[config.mk]
export PLATFORM = sky130hd
export DESIGN_NAME = ifu_queue_flat
export DESIGN_NICKNAME = d
export VERILOG_FILES = /design/src/rtl/ifu_queue_if.sv /design/src/rtl/ifu_queue.sv /design/src/flat_wrapper.sv
export SDC_FILE = /design/constraint.sdc
export NUM_CORES = 1
export LEC_CHECK = 0
export BUFFER_PORTS_ARGS = -buffer_cell sky130_fd_sc_hd__buf_2
export CORE_MARGIN = 5
export CORE_UTILIZATION = 25
export CTS_CLUSTER_DIAMETER = 120
export CTS_CLUSTER_SIZE = 14
export DETAILED_ROUTE_END_ITERATION = 6
export PLACE_DENSITY_LB_ADDON = 0.1
export SYNTH_ARGS = -nofsm -noshare
export SYNTH_HDL_FRONTEND = slang
export SYNTH_SLANG_ARGS = --single-unit
[constraint.sdc]
create_clock -name clk -period 6.68 [get_ports clk]
set_clock_uncertainty 0.1 [all_clocks]
set_input_delay 1.336 -clock clk [delete_from_list [all_inputs] [get_ports clk]]
set_output_delay 1.336 -clock clk [all_outputs]
set_load 0.01 [all_outputs]
[src/rtl/ifu_queue_if.sv]
// Fetch-unit bus: instruction-memory port, decode handoff and control-flow resolve inputs.
interface ifu_queue_if #(
    parameter int unsigned ADDR_W = 32
);
    // Instruction memory port
    logic              imem_req;
    logic [ADDR_W-3:0] imem_addr;
    logic [31:0]       imem_data;

    // Decode handoff
    logic              out_valid;
    logic              out_ready;
    logic [31:0]       out_instr;
    logic [ADDR_W-1:0] out_pc;

    // Control-flow resolution from decode/ALU
    logic              res_valid;
    logic [ADDR_W-1:0] res_pc;
    logic              branch;
    logic              bne;
    logic              zero;
    logic              jump;
    logic              jr;
    logic [15:0]       imm16;
    logic [25:0]       target26;
    logic [ADDR_W-1:0] jr_rs;
    logic [ADDR_W-1:0] link_pc;

    // Fetch unit side
    modport master (
        output imem_req, imem_addr, out_valid, out_instr, out_pc, link_pc,
        input  imem_data, out_ready, res_valid, res_pc, branch, bne, zero, jump, jr,
               imm16, target26, jr_rs
    );

    // Memory / decode side
    modport slave (
        input  imem_req, imem_addr, out_valid, out_instr, out_pc, link_pc,
        output imem_data, out_ready, res_valid, res_pc, branch, bne, zero, jump, jr,
               imm16, target26, jr_rs
    );
endinterface

[src/rtl/ifu_queue.sv]
// Instruction fetch unit: issues word addresses to a 1-cycle-latency instruction memory,
// buffers returned instructions with their PCs in a prefetch FIFO, and redirects on
// taken branches, jumps and jump-register.
module ifu_queue #(
    parameter int unsigned       ADDR_W   = 32,
    parameter int unsigned       QDEPTH   = 4,
    parameter logic [ADDR_W-1:0] RESET_PC = '0
) (
    input logic         clk,
    input logic         reset,
    ifu_queue_if.master bus
);
    localparam int unsigned PtrW = $clog2(QDEPTH);
    localparam int unsigned CntW = PtrW + 1;

    logic [ADDR_W-1:0] pc_q;
    logic [PtrW-1:0]   rd_ptr_q;
    logic [PtrW-1:0]   wr_ptr_q;
    logic [CntW-1:0]   count_q;
    logic              inflight_q;
    logic [ADDR_W-1:0] inflight_pc_q;
    logic [31:0]       instr_mem_q [QDEPTH];
    logic [ADDR_W-1:0] pc_mem_q    [QDEPTH];

    logic              taken;
    logic              redirect;
    logic [ADDR_W-1:0] jump_target;
    logic [ADDR_W-1:0] branch_target;
    logic [ADDR_W-1:0] target;
    logic [CntW:0]     occupancy;
    logic              req;
    logic              push;
    logic              pop;
    logic              head_valid;

    // Low bits of the jr register are discarded by word alignment.
    logic unused_jr_lsb;
    assign unused_jr_lsb = ^bus.jr_rs[1:0];

    // Redirect decision and target selection (jr, then jump, then branch).
    always_comb begin
        taken         = bus.branch && (bus.zero ^ bus.bne);
        redirect      = bus.res_valid && (bus.jump || bus.jr || taken);
        jump_target   = bus.res_pc;
        jump_target[27:0] = {bus.target26, 2'b00};
        branch_target = bus.res_pc + ADDR_W'(4)
                      + {{(ADDR_W-18){bus.imm16[15]}}, bus.imm16, 2'b00};
        if (bus.jr) begin
            target = {bus.jr_rs[ADDR_W-1:2], 2'b00};
        end else if (bus.jump) begin
            target = jump_target;
        end else begin
            target = branch_target;
        end
    end

    // Request/push/pop handshakes; an in-flight request already owns a queue slot.
    always_comb begin
        occupancy  = {1'b0, count_q} + (CntW+1)'(inflight_q);
        req        = !reset && !redirect && (occupancy < (CntW+1)'(QDEPTH));
        // Redirecting also suppresses this cycle's request, so no stale response can
        // arrive later: dropping the push here is the whole kill mechanism.
        push       = inflight_q && !redirect;
        head_valid = (count_q != '0);
        pop        = head_valid && bus.out_ready;
    end

    // Outputs; the head is zeroed when the queue is empty.
    always_comb begin
        bus.imem_req  = req;
        bus.imem_addr = pc_q[ADDR_W-1:2];
        bus.out_valid = head_valid;
        bus.out_instr = head_valid ? instr_mem_q[rd_ptr_q] : '0;
        bus.out_pc    = head_valid ? pc_mem_q[rd_ptr_q] : '0;
        bus.link_pc   = bus.res_pc + ADDR_W'(4);
    end

    // Control state: pc, pointers, occupancy and the in-flight tracker.
    always_ff @(posedge clk) begin
        if (reset) begin
            pc_q          <= RESET_PC;
            rd_ptr_q      <= '0;
            wr_ptr_q      <= '0;
            count_q       <= '0;
            inflight_q    <= 1'b0;
            inflight_pc_q <= '0;
        end else if (redirect) begin
            pc_q       <= target;
            rd_ptr_q   <= '0;
            wr_ptr_q   <= '0;
            count_q    <= '0;
            inflight_q <= 1'b0;
        end else begin
            inflight_q <= req;
            if (req) begin
                pc_q          <= pc_q + ADDR_W'(4);
                inflight_pc_q <= pc_q;
            end
            if (push) begin
                wr_ptr_q <= wr_ptr_q + PtrW'(1);
            end
            if (pop) begin
                rd_ptr_q <= rd_ptr_q + PtrW'(1);
            end
            case ({push, pop})
                2'b10:   count_q <= count_q + CntW'(1);
                2'b01:   count_q <= count_q - CntW'(1);
                default: ;
            endcase
        end
    end

    // Queue storage; entries are only read while counted as valid.
    always_ff @(posedge clk) begin
        if (!reset && push) begin
            instr_mem_q[wr_ptr_q] <= bus.imem_data;
            pc_mem_q[wr_ptr_q]    <= inflight_pc_q;
        end
    end
endmodule

[src/flat_wrapper.sv]
// flat-port wrapper written by rule: the top's interface ports become plain ports
module ifu_queue_flat 
#(
    parameter int unsigned       ADDR_W   = 32,
    parameter int unsigned       QDEPTH   = 4,
    parameter logic [ADDR_W-1:0] RESET_PC = '0
)
  (clk, reset, bus_imem_req, bus_imem_addr, bus_out_valid, bus_out_instr, bus_out_pc, bus_link_pc, bus_imem_data, bus_out_ready, bus_res_valid, bus_res_pc, bus_branch, bus_bne, bus_zero, bus_jump, bus_jr, bus_imm16, bus_target26, bus_jr_rs);
  ifu_queue_if #(.ADDR_W(ADDR_W)) bus_i ();
  input logic clk;
  input logic reset;
  output wire logic [$bits(bus_i.imem_req)-1:0] bus_imem_req;
  output wire logic [$bits(bus_i.imem_addr)-1:0] bus_imem_addr;
  output wire logic [$bits(bus_i.out_valid)-1:0] bus_out_valid;
  output wire logic [$bits(bus_i.out_instr)-1:0] bus_out_instr;
  output wire logic [$bits(bus_i.out_pc)-1:0] bus_out_pc;
  output wire logic [$bits(bus_i.link_pc)-1:0] bus_link_pc;
  input wire logic [$bits(bus_i.imem_data)-1:0] bus_imem_data;
  input wire logic [$bits(bus_i.out_ready)-1:0] bus_out_ready;
  input wire logic [$bits(bus_i.res_valid)-1:0] bus_res_valid;
  input wire logic [$bits(bus_i.res_pc)-1:0] bus_res_pc;
  input wire logic [$bits(bus_i.branch)-1:0] bus_branch;
  input wire logic [$bits(bus_i.bne)-1:0] bus_bne;
  input wire logic [$bits(bus_i.zero)-1:0] bus_zero;
  input wire logic [$bits(bus_i.jump)-1:0] bus_jump;
  input wire logic [$bits(bus_i.jr)-1:0] bus_jr;
  input wire logic [$bits(bus_i.imm16)-1:0] bus_imm16;
  input wire logic [$bits(bus_i.target26)-1:0] bus_target26;
  input wire logic [$bits(bus_i.jr_rs)-1:0] bus_jr_rs;
  assign bus_imem_req = bus_i.imem_req;
  assign bus_imem_addr = bus_i.imem_addr;
  assign bus_out_valid = bus_i.out_valid;
  assign bus_out_instr = bus_i.out_instr;
  assign bus_out_pc = bus_i.out_pc;
  assign bus_link_pc = bus_i.link_pc;
  assign bus_i.imem_data = bus_imem_data;
  assign bus_i.out_ready = bus_out_ready;
  assign bus_i.res_valid = bus_res_valid;
  assign bus_i.res_pc = bus_res_pc;
  assign bus_i.branch = bus_branch;
  assign bus_i.bne = bus_bne;
  assign bus_i.zero = bus_zero;
  assign bus_i.jump = bus_jump;
  assign bus_i.jr = bus_jr;
  assign bus_i.imm16 = bus_imm16;
  assign bus_i.target26 = bus_target26;
  assign bus_i.jr_rs = bus_jr_rs;
  ifu_queue #(.ADDR_W(ADDR_W), .QDEPTH(QDEPTH), .RESET_PC(RESET_PC)) u_core (.clk(clk), .reset(reset), .bus(bus_i));
endmodule
### After elaboration in Yosys (flattened, before gate mapping)

Memories as Yosys holds them, arrays and structs flattened. A register that Yosys moved wholly into a read port is not among the register bits.
Cells that the tools add are included.

* add/sub/neg operators: 8
* magnitude comparators: 1
* eq/ne operators: 2
* multiplexer cells: 13
* bitwise operators: 2
* reductions and logical operators: 16

Operators by type and width (number)
* $mux 32: 6
* $add 32x3->32 const B: 2
* $add 32x32->32: 1
* $mux 2: 4
* $logic_and 1x1->1: 7
* $pmux 3 s2: 1
* $add 2x1->2 const B: 2
* $add 3x1->4: 1
* $lt 4x3->1 const B: 1
* $reduce_bool 2->1: 2
* $add 3x1->3 const B: 1
* $reduce_bool 3->1: 1
* $sub 3x1->3 const B: 1
* $eq 2x1->1 const B: 1
* $eq 2x2->1 const B: 1
* $logic_not 1->1: 2
* $logic_or 1x1->1: 2
* $mux 1: 2
* $reduce_and 2->1: 1
* $reduce_or 2->1: 1
* $not 1->1: 1
* $xor 1x1->1: 1

* flip-flop bits (word level): 72
* RAM bits: 256
* output and inout bits: 128
* logic and storage cells: 50
* memories kept: 2

Memories
* u_core.instr_mem_q: depth 4, width 32, read ports 1, clocked after memory_dff 1, write ports 1, RTL line ifu_queue.sv:22 `logic [31:0] instr_mem_q [QDEPTH];`
* u_core.pc_mem_q: depth 4, width 32, read ports 1, clocked after memory_dff 1, write ports 1, RTL line ifu_queue.sv:23 `logic [ADDR_W-1:0] pc_mem_q [QDEPTH];`

### Longest topological paths before layout

Gate-level depths: netlist of run 1.

* depth after elaboration: 9
* depth in mapped cells: 16
* depth with buffers taken out: 15

### Least setup slack after synthesis of run 1

No wires, ideal clock.

* path type: input port to flip-flop
* start: input port bus_res_pc[5]
* end: register u_core.pc_q[20]
* setup time: 0.147 ns
* arrival: 4.317 ns
* data required time: 6.433 ns
* setup slack: 2.116 ns
* cell stages on the path: 15
* cell sequence: and4_1 nand4_1 nor2_1 nand4_1 xnor2_1 ha_1 clkbuf_1 nand2_1 or4_1 a211oi_1 nand2b_1 xnor2_1 nor2_1 a2111oi_0 a2111oi_2

* longest elaborated chain between the ends: 5

RTL lines
* start: declaration: RTL line flat_wrapper.sv:21 `input wire logic [$bits(bus_i.res_pc)-1:0] bus_res_pc;`
* $add 32x3->32
* via bus_link_pc[18]: RTL line flat_wrapper.sv:17 `output wire logic [$bits(bus_i.link_pc)-1:0] bus_link_pc;`
* $add 32x32->32: RTL line ifu_queue.sv:47 `+ {{(ADDR_W-18){bus.imm16[15]}}, bus.imm16, 2'b00};`
* $mux 32: RTL line ifu_queue.sv:50 `end else if (bus.jump) begin`
* $mux 32: RTL line ifu_queue.sv:48 `if (bus.jr) begin`
* $mux 32: RTL line ifu_queue.sv:87 `end else if (redirect) begin`
* end signal: assignment: RTL line ifu_queue.sv:88 `pc_q <= target;`
* end signal: assignment: RTL line ifu_queue.sv:96 `pc_q <= pc_q + ADDR_W'(4);`
* end: declaration: RTL line ifu_queue.sv:16 `logic [ADDR_W-1:0] pc_q;`

The timed path passes the listed nets, and every way through them passes these cells.
A chain may end at the register's enable or synchronous reset.

### Worst setup path after layout of run 1

* start: input port bus_res_pc[5]
* end: register u_core.pc_q[20]

* longest elaborated chain between the ends: 5

RTL lines
* $add 32x3->32: RTL line ifu_queue.sv:46 `branch_target = bus.res_pc + ADDR_W'(4)`
* $add 32x32->32: RTL line ifu_queue.sv:47
* $mux 32: RTL line ifu_queue.sv:50
* $mux 32: RTL line ifu_queue.sv:48
* $mux 32: RTL line ifu_queue.sv:87

No other way between the ends.

==> results of run 1 <==
==> metrics by stage <==
step	hold WS [ps]	worst slack (ps)	utilization	instances	area, µm²
5_1_grt	404.2	1484	0.2968	2302	18660
2_1_floorplan	315.4	2116	-	1210	15780
3_3_place_gp	345.9	1333	0.2847	2253	17890
3_5_place_dp	352.1	1343	0.2847	2253	17890
4_1_cts	362.5	1883	0.2968	2302	18660
6_report	361.6	1899	0.2971	2308	18670
==> layer usage <==
layer	track usage	up-vias	share of wire
li1	-	5007	-
met1	0.1868	5162	0.44
met2	0.2392	269	0.49
met3	0.03201	51	0.060
met4	0.02715	16	0.017
met5	0	-	0.0019
==> worst max-delay path, delay by kind of cell <==
kind            cells  cell delay, ps
fa+ha+maj           1             440
xor+xnor            2             320
buf+inv             1             120
simple gates        8            2050
compound gates      3             800
==> cells by family after synthesis <==
family                   synth area share
buffers and inverters             0.03559
XOR/XNOR                          0.04717
multiplexers                      0.09704
AO/OA/AOI/OAI                     0.09466
flip-flops                         0.5809
AND/OR/NAND/NOR                    0.1119
adder cells (fa/ha/maj)           0.03266
==> sequential cells by signal (all words and copies together) (netlist names), named ones only <==
register / flops
u_core.rd_ptr_q: 2
u_core.instr_mem_q: 128
u_core.pc_mem_q: 128
u_core.pc_q: 32
u_core.count_q: 3
u_core.inflight_pc_q: 32
u_core.inflight_q: 1
u_core.wr_ptr_q: 2
==> layout make-up <==
cell class              count  area [µm²]  area share
clock buffers              48       754.5     0.04041
multi-input cells         765        6076      0.3254
well taps                 846        1059     0.05669
diodes                      6       15.01   0.0008041
inverters                  21       78.83    0.004222
clock inverters             1       8.758   0.0004691
flip-flops and latches    330        9176      0.4915
repair buffers            291        1504     0.08055
==> Yosys cell counts (4+ instances only) <==
cell type,count
clkbuf_1,45
buf_2,7
buf_4,32
nand4_1,19
and2_1,66
a21oi_1,51
mux4_2,64
nor2_1,71
edfxtp_1,256
and3_1,37
xor2_1,39
xnor2_1,46
dfxtp_1,74
nor3_1,10
o21a_1,4
nand3_1,38
or3_1,4
inv_1,19
nand2_1,78
a21o_1,35
and4_1,5
a211oi_1,21
ha_1,38
a31oi_1,8
o211ai_1,9
nand2b_1,4
mux2i_1,9
o21ai_0,39
buf_1,9
o22ai_1,11
==> report_power, final <==
group	switching (µW)	total (µW)	leakage [µW]	internal (µW)
registers	59.7	2320	0.00300	2260
logic	336	560	0.00369	224
clock network	710	1470	0.000362	761
==> how the worst max path moves through the flow <==
stage / from / to / slack, ps / depth (start not counted)
6_report: bus_res_pc[5] / u_core.pc_q[20] / 1900 / 15
5_1_grt: bus_res_pc[5] / u_core.pc_q[20] / 1480 / 15
4_1_cts: bus_res_pc[5] / bus_link_pc[30] / 1880 / 8
3_5_place_dp: bus_res_pc[5] / u_core.pc_q[20] / 1340 / 15
3_3_place_gp: bus_res_pc[5] / u_core.pc_q[20] / 1330 / 15
2_1_floorplan: bus_res_pc[5] / u_core.pc_q[20] / 2120 / 15
==> impl_summary.md, run 1 <==
Yosys
The Yosys step of the flow raised 0 warnings. After synthesis, the cell types taking the most area are edfxtp_1 (49%), dfxtp_1 (9.4%), mux4_2 (9.1%). The number of flops mapped to enable cells by yosys is 256.

Synthesis instantiated 69 different standard cells from the library. The share of synthesized registers carrying an async set or reset is 0. The flip-flop and latch count after synthesis is 330. The synthesized area is 15,780 µm².

The post-synthesis cell count is 1,210. The mean instance size in the synthesized netlist is 13.04 µm². The primary flip-flop cell chosen by synthesis mapping is edfxtp_1. Summed over all instances, the cell type with the most area after synthesis is edfxtp_1. The part of the Yosys area used for sequential elements is 0.5809. The share of synthesized area in the top cell type comes to 0.4871. The net count after synthesis is 1,397.

Critical path
The critical path is of the input port to register type. Data arrives at the worst endpoint at 5090 ps. The critical register-to-register path startpoint is u_core.count_q[0].

For this run, the slowest stage of the critical path takes 540 ps. STA classifies the critical path startpoint as an input port. The kind of capture point of the worst setup path is a register. The depth of the worst register-to-register path is 10.

Walking the worst path, the cells encountered are buf_2 -> and4_1 -> nand4_1 -> nor2_1 -> nand2_1 -> xnor2_1 -> ha_1 -> nand2_1 -> or4_1 -> a211oi_1 -> nand2b_1 -> xnor2_1 -> nor2_1 -> a2111oi_0 -> a2111oi_2. The slowest stage of the critical path is the or4_1 cell. In this run the register-to-register setup slack is 3800 ps. The top fanout value on the critical path is 8. Data on the critical path is required at its endpoint by 6990 ps. The end of the worst register-to-register path is u_core.count_q[2].

STA
In this run the tightest slew margin relative to its limit is 0.3506. Setup violations remaining at the end of the flow were counted as 0. For the pin with the worst max-slew slack, the measured transition is 974.1 ps. The fmax is 209.2 MHz.

The post-route fraction of the period consumed by the critical path is 0.7157. The number of max-slew violations in the final report came to 0. Setup repair after global routing left no endpoint under its margin.

The final count of hold timing violations is 0. The clock period could shrink to 4781 ps. For the final routed database, the setup TNS stands at 0 ps.

Detailed routing
The total length of routed wires is 49,420 µm. The detailed-route vias per instance is 4.552. For this block, the via count after detailed routing is 10,510. Dividing the detail-routed wire length by the instance count gives 21.41 µm. The starting DRC count in detailed routing is 447. The post-route DRC violation count is 0. The post-detailed-route count of antenna-violating nets is 0. The first-pass iteration count of the detailed router is 4.

Floorplan
The floorplan row count is 92. The die is 261.3 µm tall. The area of the core is 62,850 µm². In this run the count of I/O pins placed on the die edge is 275. For this configuration, the core starts out at a cell density of 0.2511.

The die covers 68,250 µm². The die boundary width is 261.3 µm.

CTS
TritonCTS built the clock tree. The CTS clock-pin slew for the worst setup and hold paths is 70 ps. CTS placed an instance of clkbuf_16 at the clock tree root. The number of levels the H-tree was split into is 1.

The count of buffers added by post-CTS timing repair for setup is 0. The clock buffer count from CTS is 27. The quantity of gates resized following cts is 0. The total of hold buffers inserted after clock tree synthesis is 0. Counting every sink on the clock net gives 330. For the worst-skew pair, the clock arrives at the later sink with an insertion delay of 540 ps. The clock passes through at most 3 buffers.

Finish
The most common cell after layout, fill and taps aside is buf_2. The number of fill cells in the layout is 6,562. In the final layout, the share of cells above drive strength 1 is 0.2768. The top cell types in the final layout, fill and taps aside, are buf_2 (272), edfxtp_1 (256), nand2_1 (78), dfxtp_1 (72), nor2_1 (70). Compared with the post-synthesis result, the final layout area differs by 18.31%. The final net count is 1,623.

Pwr
Summed over all cells, the static leakage comes to 0.007053 µW. Across the VDD grid, the largest voltage drop is 0.0001382 V. For this design the ratio of total power to cell area is 232.8 nW/µm². After layout, the design draws a total of 4346 µW.

GRT
The via count of the first global-routing pass is 11,260. The wire length of the first global-routing pass is 73,390 µm. Summed over all layers, the global routing overflow is 0. Entering global routing, the biggest net connects 67 pins. The combined global-route utilization of all metal layers is 0.1410. The number of antenna violations at the first check in global routing is 14.

Hold path
The depth of the worst hold-timing path is 2. The beginning of the worst hold path is u_core.pc_q[1]. The worst hold path terminates at u_core.pc_q[1]. The path type of the worst min-delay path is register to register.

Place
The detailed placer's ending HPWL is 34,270 µm. The number of buffers inserted by port buffering is 272. The weighted congestion at the end of routability-driven global placement is 0.8151.

Run status
The flow ran to the end, and the final reports show no timing, DRC or antenna violations.

Job
The number of violations of the max-capacitance limit is 0.
No activity file was read; power rests on OpenSTA's default activity.
==> inputs of run 2 (changes only) <==
- clock period: 6.68 -> 4.55 ns (I/O delays scaled with it)
==> impl_summary.md, run 2 (synthesized netlist as in run 1, its figures left out) <==
Run status
Result of the run: finished, final reports clean (unchanged).

Critical path
The critical register-to-register path startpoint is u_core.pc_q[10] (was u_core.count_q[0]). The cell with the largest stage delay on the worst path is a2111oi_0 (was or4_1). The signal arrival time at the worst endpoint was 4350 ps (was 5090 ps).

The required arrival time at the worst endpoint is 4920 ps (was 6990 ps). Critical path cell sequence: buf_2 -> and4_1 -> nand4_1 -> nor2_1 -> buf_4 -> nand3_1 -> xnor2_1 -> ha_1 -> a21o_1 -> a21o_1 -> a2111oi_0 -> o2bb2ai_1 -> a21oi_1 -> buf_4 -> xnor2_1 -> mux2i_1 -> a211oi_1 (was buf_2 -> and4_1 -> nand4_1 -> nor2_1 -> nand2_1 -> xnor2_1 -> ha_1 -> nand2_1 -> or4_1 -> a211oi_1 -> nand2b_1 -> xnor2_1 -> nor2_1 -> a2111oi_0 -> a2111oi_2). The kind of capture point of the worst setup path is a register (unchanged). The top fanout value on the critical path is 4 (was 8).

The beginning of the critical path is bus_res_pc[6] (was bus_res_pc[5]). The kind of start point of the critical path is an input port (unchanged). The maximum single-stage delay on the critical path is 460 ps (was 540 ps). The critical path class is input port to register (unchanged).

GRT
The wire length of the first global-routing pass is 73,000 µm (was 73,390 µm). The via count of the first global-routing pass is 11,380 (was 11,260). The number of antenna violations at the first check in global routing was 15 (was 14). The total global routing overflow is 0 (unchanged). The largest net degree at the start of global routing was 51 (was 67). The combined global-route utilization of all metal layers came to 0.1406 (was 0.1410).

Detailed routing
The total number of vias is 10,700 (was 10,510). The total length of routed wires is 49,740 µm (was 49,420 µm). The starting DRC count in detailed routing is 533 (was 447). The detailed-route vias per instance came to 4.560 (was 4.552). The post-route DRC violation count is 0 (unchanged). The average wire length per cell after detail routing is 21.19 µm (was 21.41 µm). The post-detailed-route count of antenna-violating nets is 0 (unchanged). The first-pass iteration count of the detailed router is 4 (unchanged).

STA
The number of max-slew violations in the final report is 0 (unchanged). The transition time at the pin with the least slew margin came to 806.0 ps (was 974.1 ps). Of the available clock period, the critical path in the final layout requires 0.8742. The final critical delay including setup and external delays is 3978 ps. The worst slew slack as a fraction of its limit is 0.4626 (was 0.3506). The count of final setup violators is 0 (unchanged). The sum of negative setup slack is 0 ps (unchanged). The final count of hold timing violations came to 0 (unchanged). The fmax is 251.4 MHz.

Setup repair after global routing missed its margin: no (unchanged).

Place
The weighted congestion at the end of routability-driven global placement is 0.8471 (was 0.8151). The number of buffers inserted by port buffering was 272 (unchanged). The detailed placer's ending HPWL is 35,980 µm (was 34,270 µm).

CTS
The maximum clock path buffer count is 3 (unchanged). The number of levels the H-tree was split into is 1 (unchanged). The clock buffer count from CTS was 27 (unchanged). The buffer cell driving the clock tree root is clkbuf_16 (unchanged). The clock sink count is 330 (unchanged). The total of hold buffers inserted after clock tree synthesis is 0 (unchanged). The clock tree from TritonCTS is built (unchanged).

The CTS clock-pin slew for the worst setup and hold paths is 70 ps (about the same). The worst-skew pair later-pin latency is 550 ps (was 540 ps). The quantity of gates resized following cts is 0 (unchanged). The count of buffers added by post-CTS timing repair for setup is 0 (unchanged).

Pwr
The areal power density over the cells is 337.1 nW/µm² (was 232.8 nW/µm²). The standby leakage power is 0.007272 µW (was 0.007053 µW). The portion of total power attributed to sequential cells is 0.528 (was 0.533). The worst vdd rail ir drop is 0.0001668 V (was 0.0001382 V). The relative contribution of the clock network to total power came to 0.337 (was 0.338). The internal power was 4789 µW (was 3240 µW). The switching power is 1642 µW (was 1106 µW). The fraction of power spent switching nets is 0.2553 (was 0.2544). The part of the total power dissipated in combinational logic is 0.134 (was 0.129). The total chip power is 6430 µW (was 4346 µW).

Finish
Commonest non-fill, non-tap cells in the layout: buf_2 (272), edfxtp_1 (256), nand2_1 (78), dfxtp_1 (72), nor2_1 (70) (unchanged). Largest registers in the final layout: u_core.instr_mem_q (128), u_core.pc_mem_q (128) (unchanged). The number of fill cells in the layout came to 6,540 (was 6,562). The most common cell after layout, fill and taps aside was buf_2 (unchanged).

The area growth from synthesis to final layout is 20.87% (was 18.31%). The ratio of cells with drive above 1 in the final layout is 0.2957 (was 0.2768). The final net count is 1,662 (was 1,623).

Floorplan
The die footprint is 68,250 µm² (unchanged). The die boundary width was 261.3 µm (unchanged). The initial core utilization is 0.2511 (unchanged). The number of primary I/O pins is 275 (unchanged). The area of the core is 62,850 µm² (unchanged). The floorplan row count is 92 (unchanged). The floorplan die height is 261.3 µm (unchanged).

Hold path
The beginning of the worst hold path was u_core.pc_q[1] (unchanged). The path type of the worst min-delay path is register to register (unchanged).

Job
The number of violations of the max-capacitance limit is 0 (unchanged).
## run 2: cell count changes in the layout (fill, tap and decap cells not counted), sizes merged
cell  before  now
buf      291  330
## run 2: critical path, delay by kind of cell
family                     cells  cell delay [ps]
AOI/OAI and AO/OA              6             1390
and+or+nand+nor                4              900
buffers and inverters          3              450
xor gates and xnor gates       2              330
adders and majority gates      1              280
muxes                          1               90
## run 2: stage by stage
step | setup WS, ps | std cells | util | hold slack [ps] | cell area [µm²]
5_1_grt | 234.6 | 2342 | 0.3033 | 384.2 | 19060
3_3_place_gp | 23.74 | 2292 | 0.2911 | 343.3 | 18300
3_5_place_dp | 77.88 | 2292 | 0.2911 | 347.3 | 18300
2_1_floorplan | 412.0 | 1210 | - | 315.4 | 15780
6_report | 572.2 | 2347 | 0.3035 | 352.1 | 19080
4_1_cts | 613.3 | 2341 | 0.3033 | 357.7 | 19060
## run 2: power by group through the flow
| stage | registers, µW | clock network, µW | logic [µW] |
|---|---|---|---|
| floorplan | 3420 | 0 | 526 |
| global placement | 3460 | 0 | 884 |
| detailed placement | 3470 | 0 | 883 |
| CTS | 3400 | 2280 | 888 |
| global route | 3410 | 2420 | 957 |
| finish | 3400 | 2170 | 865 |
## run 2: final cells by class
| cell class | count | area, µm² | share of cell area |
|---|---|---|---|
| Antenna cell | 6 | 15.01 | 0.0007870 |
| Sequential cell | 330 | 9176 | 0.4810 |
| Inverter | 21 | 78.83 | 0.004132 |
| Clock buffer | 48 | 754.5 | 0.03955 |
| Tap cell | 846 | 1059 | 0.05549 |
| Multi-Input combinational cell | 765 | 6076 | 0.3185 |
| Clock inverter | 1 | 8.758 | 0.0004591 |
| Timing Repair Buffer | 330 | 1909 | 0.1001 |
## run 2: worst paths after layout
kind                          end  slack, ps  cells past startpoint
setup / recovery  u_core.pc_q[27]        570                     17
hold / removal     u_core.pc_q[1]        350                      2
hold reg to reg    u_core.pc_q[1]        350                      2
setup reg to reg  u_core.pc_q[31]       1820                      8
## run 2: per-layer routing
metal / wire [µm] / track usage / vias to the layer above
met5: 130 / 0 / -
met4: 805 / 0.02715 / 20
met3: 2744 / 0.03143 / 66
met2: 24230 / 0.2444 / 263
met1: 21830 / 0.1819 / 5265
li1: - / - / 5089
==> inputs of run 3 (changes only) <==
- ABC_AREA: not set -> 1
- CTS_BUF_LIST: not set -> sky130_fd_sc_hd__clkbuf_8
- SLEW_MARGIN: not set -> 5
==> impl_summary.md, run 3 <==
Yosys
The leading area contributor after synthesis was edfxtp_1 (unchanged). The synthesized area is 17,010 µm² (was 15,780 µm²). The post-synthesis cell count is 1,938 (was 1,210).

Largest cells by area after synthesis: edfxtp_1 (45%), dfxtp_1 (8.7%), nor2_1 (8.5%) (was edfxtp_1 (49%), dfxtp_1 (9.4%), mux4_2 (9.1%)). The mean instance size in the synthesized netlist is 8.776 µm² (was 13.04 µm²). The post-synthesis cell type count is 45 (was 69). The share of synthesized registers carrying an async set or reset is 0 (unchanged).

The share of the synthesized area in the top cell type is 0.4520 (was 0.4871). The flip-flop and latch count after synthesis is 330 (unchanged). The primary flip-flop cell chosen by synthesis mapping was edfxtp_1 (unchanged). The number of flops mapped to enable cells by yosys is 256 (unchanged).

The net count after synthesis is 2,125 (was 1,397). The part of the Yosys area used for sequential elements is 0.5391 (was 0.5809). The cell with the most instances after synthesis is nor2_1 (was edfxtp_1). The number of warning messages in the yosys log is 0 (unchanged). Synth cell count leaders: nor2_1 (387), nand2_1 (269), edfxtp_1 (256) (was edfxtp_1 (256), nand2_1 (78), dfxtp_1 (74)).

Pwr
The worst vdd rail ir drop is 0.0001576 V (was 0.0001668 V). The areal power density over the cells is 297.6 nW/µm² (was 337.1 nW/µm²). The standby leakage power is 0.007841 µW (was 0.007272 µW).

Critical path
The critical path class is register to output pin (was input port to register). The depth of the worst register-to-register path is 10 (was 8). The count of buffer and inverter cells on the critical path is 3 (unchanged). The kind of capture point of the worst setup path was an output pin (was register). The critical path's top delay family was buffers and inverters (was compound AO/OA/AOI/OAI gates). The top fanout value on the critical path is 44 (was 4).

The maximum single-stage delay on the critical path is 690 ps (was 460 ps). The cell with the largest stage delay on the worst path was dfxtp_4 (was a2111oi_0). The register-to-register setup slack is 1810 ps (was 1820 ps). The end of the worst register-to-register path is u_core.pc_q[9] (was u_core.pc_q[31]). The kind of start point of the critical path is a register (was input port). The signal arrival time at the worst endpoint came to 2960 ps (was 4350 ps). The required arrival time at the worst endpoint was 3540 ps (was 4920 ps). The critical register-to-register path startpoint is u_core.count_q[0] (was u_core.pc_q[10]).

Critical path cell sequence: clkinv_2 -> buf_4 -> o21ai_0 -> a21oi_1 -> buf_2 (was buf_2 -> and4_1 -> nand4_1 -> nor2_1 -> buf_4 -> nand3_1 -> xnor2_1 -> ha_1 -> a21o_1 -> a21o_1 -> a2111oi_0 -> o2bb2ai_1 -> a21oi_1 -> buf_4 -> xnor2_1 -> mux2i_1 -> a211oi_1).

CTS
The clock buffer count from CTS is 27 (unchanged). The total of hold buffers inserted after clock tree synthesis is 0 (unchanged). The buffer cell driving the clock tree root is clkbuf_8 (was clkbuf_16).

The clock tree from TritonCTS is built (unchanged). The CTS clock-pin slew for the worst setup and hold paths is 100 ps (was 70 ps). The number of levels the H-tree was split into is 1 (unchanged). The worst-skew pair later-pin latency is 610 ps (was 550 ps). The count of buffers added by post-CTS timing repair for setup is 0 (unchanged).

The maximum clock path buffer count was 3 (unchanged). The clock sink count came to 330 (unchanged). The quantity of gates resized following cts is 0 (unchanged).

STA
The setup slack after layout is 578.8 ps (was 572.2 ps). The transition time at the pin with the least slew margin is 978.3 ps (was 806.0 ps). The final-layout worst hold slack is 402.8 ps (was 352.1 ps). The fmax is 251.8 MHz (was 251.4 MHz). The worst slew slack as a fraction of its limit is 0.3478 (was 0.4626). The post-route fraction of the period consumed by the critical path is 0.8728 (was 0.8742). The number of max-slew violations in the final report came to 0 (unchanged). The sum of negative setup slack was 0 ps (unchanged). The count of final setup violators is 0 (unchanged). The final count of hold timing violations is 0 (unchanged).

Setup repair after global routing missed its margin: no (unchanged). The final critical delay including setup and external delays is 3971 ps (was 3978 ps).

Floorplan
The floorplan die height is 270.8 µm (was 261.3 µm). The area of the core came to 67,280 µm² (was 62,850 µm²). The floorplan row count was 95 (was 92). The die footprint is 73,350 µm² (was 68,250 µm²).

The die boundary width was 270.8 µm (was 261.3 µm). The number of primary I/O pins is 275 (unchanged). The initial core utilization is 0.2528 (was 0.2511).

Place
The detailed placer's ending HPWL came to 39,910 µm (was 35,980 µm). The number of buffers inserted by port buffering is 272 (unchanged). The weighted congestion at the end of routability-driven global placement came to 0.8722 (was 0.8471).

The number of instances in the placed design is 2,990 (was 2,292). The setup slack after placement was 113.4 ps (was 77.88 ps).

GRT
The combined global-route utilization of all metal layers is 0.1507 (was 0.1406). The total global routing overflow is 0 (unchanged). The wire length of the first global-routing pass is 86,330 µm (was 73,000 µm). The largest net degree at the start of global routing is 66 (was 51). The via count of the first global-routing pass is 13,820 (was 11,380). The number of antenna violations at the first check in global routing is 5 (was 15).

Finish
The number of fill cells in the layout was 7,247 (was 6,540). The ratio of cells with drive above 1 in the final layout is 0.1767 (was 0.2957). The final net count came to 2,333 (was 1,662). The most common cell after layout, fill and taps aside is nor2_1 (was buf_2). Largest registers in the final layout: u_core.instr_mem_q (128), u_core.pc_mem_q (128) (unchanged). The area growth from synthesis to final layout is 15.38% (was 20.87%). The non-filler instance count after layout is 3,041 (was 2,347).

Commonest non-fill, non-tap cells in the layout: nor2_1 (383), buf_2 (272), nand2_1 (269), edfxtp_1 (256), o21ai_0 (228) (was buf_2 (272), edfxtp_1 (256), nand2_1 (78), dfxtp_1 (72), nor2_1 (70)). The core occupancy in the finished layout came to 0.2917 (was 0.3035).

Hold path
The capture endpoint of the worst hold path is u_core.wr_ptr_q[0] (was u_core.pc_q[1]). The depth of the worst hold-timing path was 2 (unchanged). The beginning of the worst hold path is u_core.wr_ptr_q[0] (was u_core.pc_q[1]).

The path type of the worst min-delay path is register to register (unchanged).

Detailed routing
The post-route DRC violation count is 0 (unchanged). The total number of vias is 13,790 (was 10,700). The detailed-route vias per instance is 4.535 (was 4.560). The average wire length per cell after detail routing is 18.97 µm (was 21.19 µm). The first-pass iteration count of the detailed router is 5 (was 4).

The post-detailed-route count of antenna-violating nets is 0 (unchanged). The total length of routed wires is 57,680 µm (was 49,740 µm). The starting DRC count in detailed routing is 811 (was 533).

Run status
Result of the run: finished, final reports clean (unchanged).

Job
The number of violations of the max-capacitance limit is 0 (unchanged).
run 3: worst register-to-register path, delay by kind of cell, from the launching register on:
kind / cells / cell delay, ps
AO/OA/AOI/OAI: 2 / 250
buffers and inverters: 3 / 800
flip-flops: 1 / 350
AND/OR/NAND/NOR: 5 / 1140
run 3: how the worst max path moves through the flow:
stage,from,to,slack [ps],cells after the start
floorplan,bus_jr,u_core.instr_mem_q[0][0],-280,8
global placement,bus_res_pc[2],u_core.pc_q[31],130,23
detailed placement,bus_res_pc[2],u_core.pc_q[31],110,26
CTS,register,bus_out_pc[9],370,5
global route,register,bus_out_pc[18],200,5
finish,register,bus_out_pc[18],580,5
run 3: layout make-up:
type,instances,area (µm²),share of cell area
repair buffers,296,1604,0.08173
flip-flops and latches,330,9174,0.4675
well taps,873,1092,0.05566
diodes,1,2.502,0.0001275
multi-input cells,1342,6725,0.3427
clock inverters,23,95.09,0.004845
clock buffers,27,371.6,0.01894
inverters,149,560.5,0.02856
run 3: cells by family after synthesis:
| kind of cell | count (synthesis) | synth area share |
|---|---|---|
| adder cells (fa/ha/maj) | 40 | 0.03031 |
| XOR/XNOR | 51 | 0.02626 |
| flip-flops | 330 | 0.5391 |
| buffers and inverters | 266 | 0.06760 |
| AND/OR/NAND/NOR | 826 | 0.2069 |
| AO/OA/AOI/OAI | 425 | 0.1299 |
run 3: layer usage:
metal	global-route usage	vias to the layer above	part of all wire
met5	0	-	0.00085
met4	0.03383	8	0.021
met3	0.02419	65	0.047
li1	-	6941	-
met2	0.2617	297	0.48
met1	0.1981	6480	0.45
run 3: power breakdown:
part / switching, µW / internal, µW / total, µW
combinational: 590 / 298 / 888
clock: 991 / 559 / 1550
sequential: 85.9 / 3320 / 3400
run 3: per-stage QoR:
stage	instance area [µm²]	total power, µW
final	19630	5840
after global routing	19630	6186
after CTS	19620	5966
after detailed placement	19160	4376
after global placement	19160	4371
after floorplan	17010	4000
